===== src/rtl/aes_seq_pkg.sv =====
// Shared types and widths for the AES block sequencer and its output FIFO.
package aes_seq_pkg;
  localparam int AES_BLK_W = 128;
  localparam int BLK_CNT_W = 16;

  typedef enum logic [1:0] {
    IDLE = 2'd0,
    LOAD = 2'd1,
    WAIT = 2'd2
  } seq_state_e;
endpackage


===== src/rtl/aes_seq_out_fifo.sv =====
// Two-entry result FIFO with a combinational head; synchronous active-low reset.
module aes_seq_out_fifo
  import aes_seq_pkg::*;
(
  input  logic                 clk,
  input  logic                 rst,
  input  logic                 push,
  input  logic [AES_BLK_W-1:0] push_data,
  input  logic                 pop,
  output logic [1:0]           count,
  output logic [AES_BLK_W-1:0] head_data
);
  logic [AES_BLK_W-1:0] mem_reg [2];
  logic                 wr_ptr_reg;
  logic                 rd_ptr_reg;
  logic [1:0]           count_reg;
  logic                 do_push;
  logic                 do_pop;

  assign do_pop  = pop && (count_reg != 2'd0);
  // When full, a push is only legal if the head leaves in the same cycle.
  assign do_push = push && ((count_reg != 2'd2) || do_pop);

  for (genvar gi = 0; gi < 2; gi++) begin : g_entry
    always_ff @(posedge clk) begin
      if (!rst) begin
        mem_reg[gi] <= '0;
      end else if (do_push && (wr_ptr_reg == 1'(gi))) begin
        mem_reg[gi] <= push_data;
      end
    end
  end

  always_ff @(posedge clk) begin
    if (!rst) begin
      wr_ptr_reg <= 1'b0;
      rd_ptr_reg <= 1'b0;
      count_reg  <= 2'd0;
    end else begin
      if (do_push) wr_ptr_reg <= ~wr_ptr_reg;
      if (do_pop)  rd_ptr_reg <= ~rd_ptr_reg;
      case ({do_push, do_pop})
        2'b10:   count_reg <= count_reg + 2'd1;
        2'b01:   count_reg <= count_reg - 2'd1;
        default: count_reg <= count_reg;
      endcase
    end
  end

  assign count     = count_reg;
  assign head_data = mem_reg[rd_ptr_reg];
endmodule


===== src/rtl/aes_block_sequencer.sv =====
// Sequences one block at a time through an AES core (ld/done) and buffers results.
// Optional WAIT watchdog enabled by defining AES_SEQ_TIMEOUT_EN.
module aes_block_sequencer
  import aes_seq_pkg::*;
#(
  parameter int TIMEOUT_CYCLES = 32
) (
  input  logic                 clk,
  input  logic                 rst,
  input  logic [AES_BLK_W-1:0] key,
  input  logic                 in_valid,
  output logic                 in_ready,
  input  logic [AES_BLK_W-1:0] in_data,
  output logic                 out_valid,
  input  logic                 out_ready,
  output logic [AES_BLK_W-1:0] out_data,
  output logic                 core_ld,
  output logic [AES_BLK_W-1:0] core_key,
  output logic [AES_BLK_W-1:0] core_text,
  input  logic                 core_done,
  input  logic [AES_BLK_W-1:0] core_text_out,
  output logic                 busy,
  output logic [BLK_CNT_W-1:0] blk_cnt,
  output logic                 err
);
  if (TIMEOUT_CYCLES < 2 || TIMEOUT_CYCLES > 255) begin : g_bad_timeout
    $error("TIMEOUT_CYCLES must be in 2..255");
  end

  seq_state_e           state_reg, state_next;
  logic [AES_BLK_W-1:0] key_reg;
  logic [AES_BLK_W-1:0] text_reg;
  logic [BLK_CNT_W-1:0] blk_cnt_reg;
  logic [1:0]           fifo_count;
  logic                 accept;
  logic                 push;
  logic                 pop;
  logic                 timeout_hit;

  // Admission only with a free slot guaranteed for the result; no path from out_ready.
  assign in_ready  = rst && (state_reg == IDLE) && (fifo_count <= 2'd1);
  assign accept    = in_valid && in_ready;
  assign push      = (state_reg == WAIT) && core_done;
  assign out_valid = (fifo_count != 2'd0);
  assign pop       = out_valid && out_ready;

`ifdef AES_SEQ_TIMEOUT_EN
  localparam logic [7:0] TO_LIMIT = 8'(TIMEOUT_CYCLES);
  logic [7:0] to_cnt_reg;
  logic       err_reg;

  // Abort on the WAIT cycle that would bring the counter to the limit; done wins.
  assign timeout_hit = (state_reg == WAIT) && !core_done && ((to_cnt_reg + 8'd1) == TO_LIMIT);

  always_ff @(posedge clk) begin
    if (!rst) begin
      to_cnt_reg <= 8'd0;
      err_reg    <= 1'b0;
    end else begin
      to_cnt_reg <= (state_reg == WAIT) ? to_cnt_reg + 8'd1 : 8'd0;
      if (timeout_hit) err_reg <= 1'b1;
    end
  end

  assign err = err_reg;
`else
  assign timeout_hit = 1'b0;
  assign err         = 1'b0;
`endif

  always_ff @(posedge clk) begin
    if (!rst) begin
      state_reg   <= IDLE;
      key_reg     <= '0;
      text_reg    <= '0;
      blk_cnt_reg <= '0;
    end else begin
      state_reg <= state_next;
      if (accept) begin
        key_reg  <= key;
        text_reg <= in_data;
      end
      if (push) blk_cnt_reg <= blk_cnt_reg + 1'b1;
    end
  end

  always_comb begin
    state_next = state_reg;
    core_ld    = 1'b0;
    case (state_reg)
      IDLE: if (accept) state_next = LOAD;
      LOAD: begin
        core_ld    = 1'b1;
        state_next = WAIT;
      end
      WAIT: if (core_done || timeout_hit) state_next = IDLE;
      default: state_next = IDLE;
    endcase
  end

  aes_seq_out_fifo u_out_fifo (
    .clk       (clk),
    .rst       (rst),
    .push      (push),
    .push_data (core_text_out),
    .pop       (pop),
    .count     (fifo_count),
    .head_data (out_data)
  );

  assign core_key  = key_reg;
  assign core_text = text_reg;
  assign busy      = (state_reg != IDLE);
  assign blk_cnt   = blk_cnt_reg;
endmodule


===== config.mk =====
export PLATFORM = sky130hd
export DESIGN_NAME = aes_block_sequencer
export DESIGN_NICKNAME = d
export VERILOG_FILES = /design/src/rtl/aes_seq_pkg.sv /design/src/rtl/aes_seq_out_fifo.sv /design/src/rtl/aes_block_sequencer.sv
export SDC_FILE = /design/constraint.sdc
export NUM_CORES = 1
export LEC_CHECK = 0
export ABC_AREA = 1
export CAP_MARGIN = 20
export CORE_AREA = 2 2 311 313
export CTS_CLUSTER_DIAMETER = 60
export DETAILED_ROUTE_END_ITERATION = 12
export DIE_AREA = 0 0 313 315
export GPL_ROUTABILITY_DRIVEN = 0
export PLACE_DENSITY = 0.44
export SYNTH_ARGS = -nofsm -noshare
export SYNTH_HDL_FRONTEND = slang
export SYNTH_SLANG_ARGS = --single-unit

===== constraint.sdc =====
create_clock -name clk -period 26.5 [get_ports clk]
set_clock_uncertainty 0.2 [all_clocks]
set_input_delay 5.3 -clock clk [delete_from_list [all_inputs] [get_ports clk]]
set_output_delay 5.3 -clock clk [all_outputs]
set_load 0.02 [all_outputs]

After elaboration in Yosys (flattened, before gate mapping)
Memory sizes are Yosys's and may differ from the RTL's. A register that Yosys moved wholly into a read port is not among the register bits. Index checks and enable logic that the tools add are counted.

Equal/unequal tests: 7. Order comparisons: 1. Multiplexer cells: 16. Reductions and logical operators: 15. Add/subtract/negate cells: 3. Bitwise operators: 4.

Operators with widths (count): 2-to-1 mux 128 bit (2); adder 16 x 1 -> 16 bit (second input constant) (1); 2-to-1 mux 1 bit (10); logical AND 1 bit (9); inequality test 2 bit (second input constant) (3); one-hot mux 2 bit (3 select lines) (1); nonzero test 2 bit (3); == test 2 x 1 -> 1 bit (second input constant) (2); == test 2 bit (second input constant) (2); 2-to-1 mux 2 bit (2); one-hot mux 2 bit (2 select lines) (1); adder 2 x 1 -> 2 bit (second input constant) (1); less-or-equal comparator 2 x 1 -> 1 bit (second input constant) (1); logical NOT 2 bit (1); inverter 1 bit (2); OR 1 bit (2); AND reduction 2 bit (1); subtractor 2 x 1 -> 2 bit (second input constant) (1); logical OR 1 bit (1).

Word-level logic and storage cells: 54. Flip-flop bits (word level): 278. Bits in writable memories: 256. Input bits: 389. Output and inout port bits: 405. Memories: 1.

Memory list: u_out_fifo.mem_reg (words 2, width 128, read ports 1, clocked after Yosys merged registers in 1, wr ports 2, line aes_seq_out_fifo.sv:13) `logic [AES_BLK_W-1:0] mem_reg [2];`.

Depth between registers and ports, before layout
Gate-level depths: netlist (run 1).

Word-level depth: 10. Depth in mapped cells: 11.

By module
Synthesis (run 1) repeated with hierarchy kept, for this count alone.

Cells, all modules: 2109. Area total of the unflattened synthesis: 22018.6 µm².

By module, submodules not included: aes_seq_out_fifo (area each 12205.5 µm², instances 1, cells each 849); aes_block_sequencer (area each 9813.2 µm², instances 1, cells each 1260).

Least setup slack after synthesis (run 1)
Ideal clock, no wire load.

Path type: input -> register. Start point: input core_done. End point: memory u_out_fifo.mem_reg[1][0], enable pin. Arrival: 14.570 ns. Setup slack: 10.936 ns. Stages on the path: 4. Path buffers: 0. Cells stage by stage: inv_1 -> nor2_2 -> nand2_2 -> o21ai_0.

RTL lines: start, declared (line aes_block_sequencer.sv:20) `input logic core_done,`; end, declared (line aes_seq_out_fifo.sv:13).

Worst setup path in the final report (run 1)
Start point: input rst. End point: output in_ready.

Longest elaborated chain between the ends: 2.

RTL lines: start, declared (line aes_block_sequencer.sv:9) `input logic rst,`; logical AND 1 bit (2 in a row) (line aes_block_sequencer.sv:41) `assign in_ready = rst && (state_reg == IDLE) && (fifo_count <= 2'd1);`; end, declared (line aes_block_sequencer.sv:12) `output logic in_ready,`.

No other way between the ends.

==> impl_metrics.toml, run 1 <==
[run_status]
status = "finished clean"

[clocking]
cts.sinks = 535
insertion_delay_ns = 0.62
clkTransAtPathRegs_ns = 0.05
cts_resized = 0
holdBufCountCts = 0
max-clock-path-buffers = 3
post-cts-setup-buffer-count = 0
clockRootBuffer = "clkbuf_16"
cts_tree = "done"
numCtsBuffers = 74
h-tree-depth = 3

[critical_path]
critPathArrivalTime_ns = 6.47
path_max_fanout = 25
worstPathRequired_ns = 21.00
r2r_start = "state_reg[1]"
ff2ff_setup_slack_ns = 22.39
worst_setup_path_end_kind = "output pin"
cp-startpoint = "rst"
path_class = "input port to output pin"
critPathLaunchType = "input port"

[synthesis]
muxShareOfSynthArea_pct = 6.90
synth_cells = 2099
synth_top_family_by_area = "simple AND/OR/NAND/NOR gates"
synthAdderAreaFrac_pct = 0.299
synth_area_mm2 = 0.0209
synthSimpleGateAreaFrac_pct = 15.8
yosysTopAreaCell = "edfxtp_1"
synthTopCellsByArea = "edfxtp_1 (37%), dfxtp_1 (27%), nor2_1 (14%), mux2_2 (6.9%), o21ai_0 (3.9%)"
avgSynthCellArea_um2 = 9.95
synth_compound_area_share_pct = 6.55
synth_nets = 2493
synth-seq-cells = 535
ys_seq_area_share_pct = 63.5
synthXorXnorAreaFrac_pct = 0.126
ys_types = 27
synth_top_area_share_pct = 36.8
ys_warn_count = 0

[layout]
nets = 3242
layout_common_cells = "nor2_1 (801), clkdlybuf4s50_1 (791), dfxtp_1 (278)"
largest_reg_flops = 256
area.growth.synth_to_final_pct = 54.1
design_area_mm2 = 0.0322
drive_gt1_share_pct = 9.24
layout_commonest_cell = "nor2_1"

[drt]
wirelength_um = 83100
drc = 0
routedWlPerCell_um = 19.8
viasPerCell = 4.15
first_iter_violations = 921
via_count = 17400
ant_nets = 0
dr.pass1.iters = 5

[run]
maxCapViolCount = 0

[power]
finalPower_uw = 2520
powerDensity_mw_per_mm2 = 78.2
p_leak_uw = 0.0123
vdd_drop_max_v = 0.0000450

[grt]
grt_util_all_layers_pct = 16.2
grt_pass1_wl_um = 118000
antenna_found_initial = 37
grt_pass1_vias = 17900
grt_overflow = 0
grt_max_degree = 255

[floorplan]
io_pins = 794
core_area_mm2 = 0.0957
start_util_pct = 21.8
rows = 114
dieArea_mm2 = 0.0986
die_y_um = 315
die_w_um = 313

[timing]
rsz0062_at_grt = "false"
tightest_slew_ns = 1.31
final-hold-violation-count = 0
fmax_mhz = 83.5
relSlewSlack_pct = 12.8
period_share_pct = 45.2
fin_crit_ns = 11.97
slew_viol_final = 0
setup_viol = 0
setup_tns_ns = 0

[placement]
placed_area_mm2 = 0.0298
dp_hpwl_um = 58300
portBuffers = 792

[worst_hold_path]
hp-class = "flip-flop to flip-flop"
min_from = "core_key[69]"
-- power by group --
part / total, uW / switching [uW] / internal (uW)
Clock: 977 / 391 / 586
Combinational: 562 / 297 / 266
Sequential: 978 / 43.3 / 934
Total: 2520 / 731 / 1790
-- worst max-delay path: stages --
cell,delay [ns]
clkbuf_8,0.25
and3_1,0.26
clkdlybuf4s50_1,0.63
-- layout make-up --
| type | instances | area, um^2 |
|---|---|---|
| fillers | 9731 | 63500 |
| flip-flops and latches | 535 | 13300 |
| repair buffers | 804 | 8030 |
| multi-input cells | 1275 | 6260 |
| clock buffers | 96 | 2050 |
| well taps | 1276 | 1600 |
| inverters | 158 | 601 |
| clock inverters | 34 | 343 |
| diodes | 19 | 47.5 |
-- path summary, 6_finish.rpt --
| kind | end | depth (start not counted) |
|---|---|---|
| hold reg to reg | core_key[69] | 2 |
| hold / removal | core_key[69] | 2 |
| setup / recovery | in_ready | 3 |
| setup reg to reg | u_out_fifo.mem_reg[1][75] | 6 |
-- metrics by stage --
step / hold slack (ns) / cells / setup slack [ns] / util, %
final: 0.279 / 4197 / 14.53 / 33.6
after global routing: 0.295 / 4197 / 14.48 / 33.6
after CTS: 0.283 / 4178 / 14.50 / 33.6
after detailed placement: 0.271 / 4048 / 14.50 / 31.1
after global placement: 0.264 / 4048 / 14.51 / 31.1
after floorplan: 0.272 / 2099 / 10.94 / -
-- cells in the mapped netlist, drive strengths merged --
library cell and number:
nand3 14, a21oi 9, o21ai 263, buf 78, nor2 803, nor3 1
nand2 40, mux2 128, dfxtp 279, ha 5, clkbuf 53, xor2 3
edfxtp 256, conb 1, and3 1, nand4 5, o21a 1, nor3b 1
inv 158
-- kinds of logic (layout without fill, tap and decap cells) --
logic type | after synthesis | count (layout)
flops | 535 | 535
fa+ha+maj | 5 | 5
other cells | 1 | 20
buf+inv | 289 | 1092
xor+xnor | 3 | 3
simple gates | 865 | 865
mux | 128 | 128
compound gates | 273 | 273
-- metal layers --
metal | vias to the layer above | track usage [%] | part of all wire, % | wire (um)
li1 | 8327 | - | - | -
met4 | 8 | 7.51 | 2.9 | 2450
met3 | 146 | 6.79 | 9.7 | 8070
met2 | 644 | 26.7 | 48 | 40100
met1 | 8290 | 18.2 | 39 | 32500
met5 | - | 0 | 0.046 | 38
(Power assumes the default switching activity.)
==> inputs of run 2 (changes only) <==
Settings changed: PLACE_DENSITY 0.44 to 0.45.
Clock period 26.5 ns to 10.1 ns, I/O delays scaled along.
==> run 2 against run 1 <==
Compared with the run above: die area unchanged; combinational power rose to 2.6 times the previous value; critical path depth unchanged; wire length down 4.6%; via count down 2.1%; highest routed layer unchanged.
==> impl_metrics.toml, run 2 (synthesis gave the netlist of run 1 again) <==
[layout]
drive_gt1_share_pct = 8.81
layout_commonest_cell = "nor2_1"
nets = 3238
design_area_mm2 = 0.0321
largest_reg_flops = 256
num-fill-cells = 9788
area.growth.synth_to_final_pct = 53.5
layout_common_cells = "nor2_1 (801), clkdlybuf4s50_1 (791), dfxtp_1 (278)"

[floorplan]
io_pins = 794
dieArea_mm2 = 0.0986
die_w_um = 313
die_y_um = 315
start_util_pct = 21.8
core_area_mm2 = 0.0957
rows = 114

[run]
maxCapViolCount = 0

[drt]
wirelength_um = 79300
viasPerCell = 4.08
via_count = 17000
dr.pass1.iters = 5
ant_nets = 0
drc = 0
first_iter_violations = 1076
routedWlPerCell_um = 19.0

[run_status]
status = "finished clean"

[placement]
portBuffers = 792
placed_area_mm2 = 0.0298
place_ws_ns = 3.86
dp_hpwl_um = 56000

[power]
pwr-share-clk_pct = 37.5
powerDensity_mw_per_mm2 = 201
vdd_drop_max_v = 0.000103
p_sw_share_pct = 28.9
seqPwrFrac_pct = 39.7
finalPower_uw = 6460
p_comb_share_pct = 22.9
switchingPower_uw = 1870
intPower_uw = 4590
p_leak_uw = 0.0123

[clocking]
h-tree-depth = 3
cts_resized = 0
cts_tree = "done"
insertion_delay_ns = 0.63
post-cts-setup-buffer-count = 0
max-clock-path-buffers = 3
cts.sinks = 535
clkTransAtPathRegs_ns = 0.05
numCtsBuffers = 70
holdBufCountCts = 0
clockRootBuffer = "clkbuf_16"

[grt]
grt_pass1_vias = 17400
grt_util_all_layers_pct = 15.5
grt_overflow = 0
grt_pass1_wl_um = 114000
grt_max_degree = 156
antenna_found_initial = 19

[critical_path]
critPathLaunchType = "input port"
path_max_fanout = 98
slowest_delay_ns = 0.70
path_class = "input port to output pin"
ff2ff_path_depth = 7
worstPathRequired_ns = 7.88
crit_chain = "buf_6 -> and3_1 -> clkdlybuf4s50_1"
crit_slowest_cell = "clkdlybuf4s50_1"
worst_setup_path_end_kind = "output pin"
critPathArrivalTime_ns = 3.67

[timing]
period_share_pct = 58.3
setup_ws_ns = 4.21
setup_viol = 0
whs_ns = 0.279
fin_crit_ns = 5.89
final-hold-violation-count = 0
tightest_slew_ns = 1.11
slew_viol_final = 0
rsz0062_at_grt = "false"
setup_tns_ns = 0
fmax_mhz = 170
relSlewSlack_pct = 26.1

[worst_hold_path]
min_path_cells = 2
hp-class = "flip-flop to flip-flop"
## run 2: stage by stage
| stage | instances | utilization, % |
|---|---|---|
| final | 4180 | 33.5 |
| after detailed placement | 4047 | 31.1 |
| after global placement | 4047 | 31.1 |
| after floorplan | 2099 | - |
| after global routing | 4179 | 33.5 |
| after CTS | 4168 | 33.4 |
## run 2: final cells by class
cell class	instances	area, um^2	area share [%]
Antenna cell	11	27.5	0.0859
Clock buffer	93	1910	5.96
Clock inverter	28	328	1.02
Inverter	158	601	1.87
Multi-Input combinational cell	1275	6260	19.5
Sequential cell	535	13300	41.4
Tap cell	1276	1600	4.98
Timing Repair Buffer	804	8060	25.2
## run 2: per-layer routing
layer | up-vias | wire length (um) | GRT usage [%] | share of wire (%)
met5 | - | 29 | 0 | 0.037
met4 | 4 | 2320 | 6.62 | 2.9
met3 | 119 | 7290 | 6.04 | 9.2
met2 | 596 | 39200 | 26.2 | 49
met1 | 8013 | 30500 | 17.4 | 38
li1 | 8313 | - | - | -
## run 2: worst paths after layout
kind	from	slack [ns]	end
worst max-delay path	rst	4.21	in_ready
worst min-delay path	core_key[67]	0.28	core_key[67]
worst max register to register	state_reg[1]	6.09	core_text[90]
worst min register to register	core_key[67]	0.28	core_key[67]
## run 2: critical path, delay by kind of cell
family | cells | cell delay [ns]
AND/OR/NAND/NOR | 1 | 0.26
buffers and inverters | 2 | 1.23
## run 2: power groups by stage
| stage | logic, uW | registers (uW) | clock network, uW |
|---|---|---|---|
| global placement | 1490 | 2600 | 0 |
| detailed placement | 1490 | 2610 | 0 |
| CTS | 1500 | 2570 | 2510 |
| finish | 1480 | 2560 | 2420 |
| floorplan | 618 | 2720 | 0 |
| global route | 1580 | 2590 | 2590 |
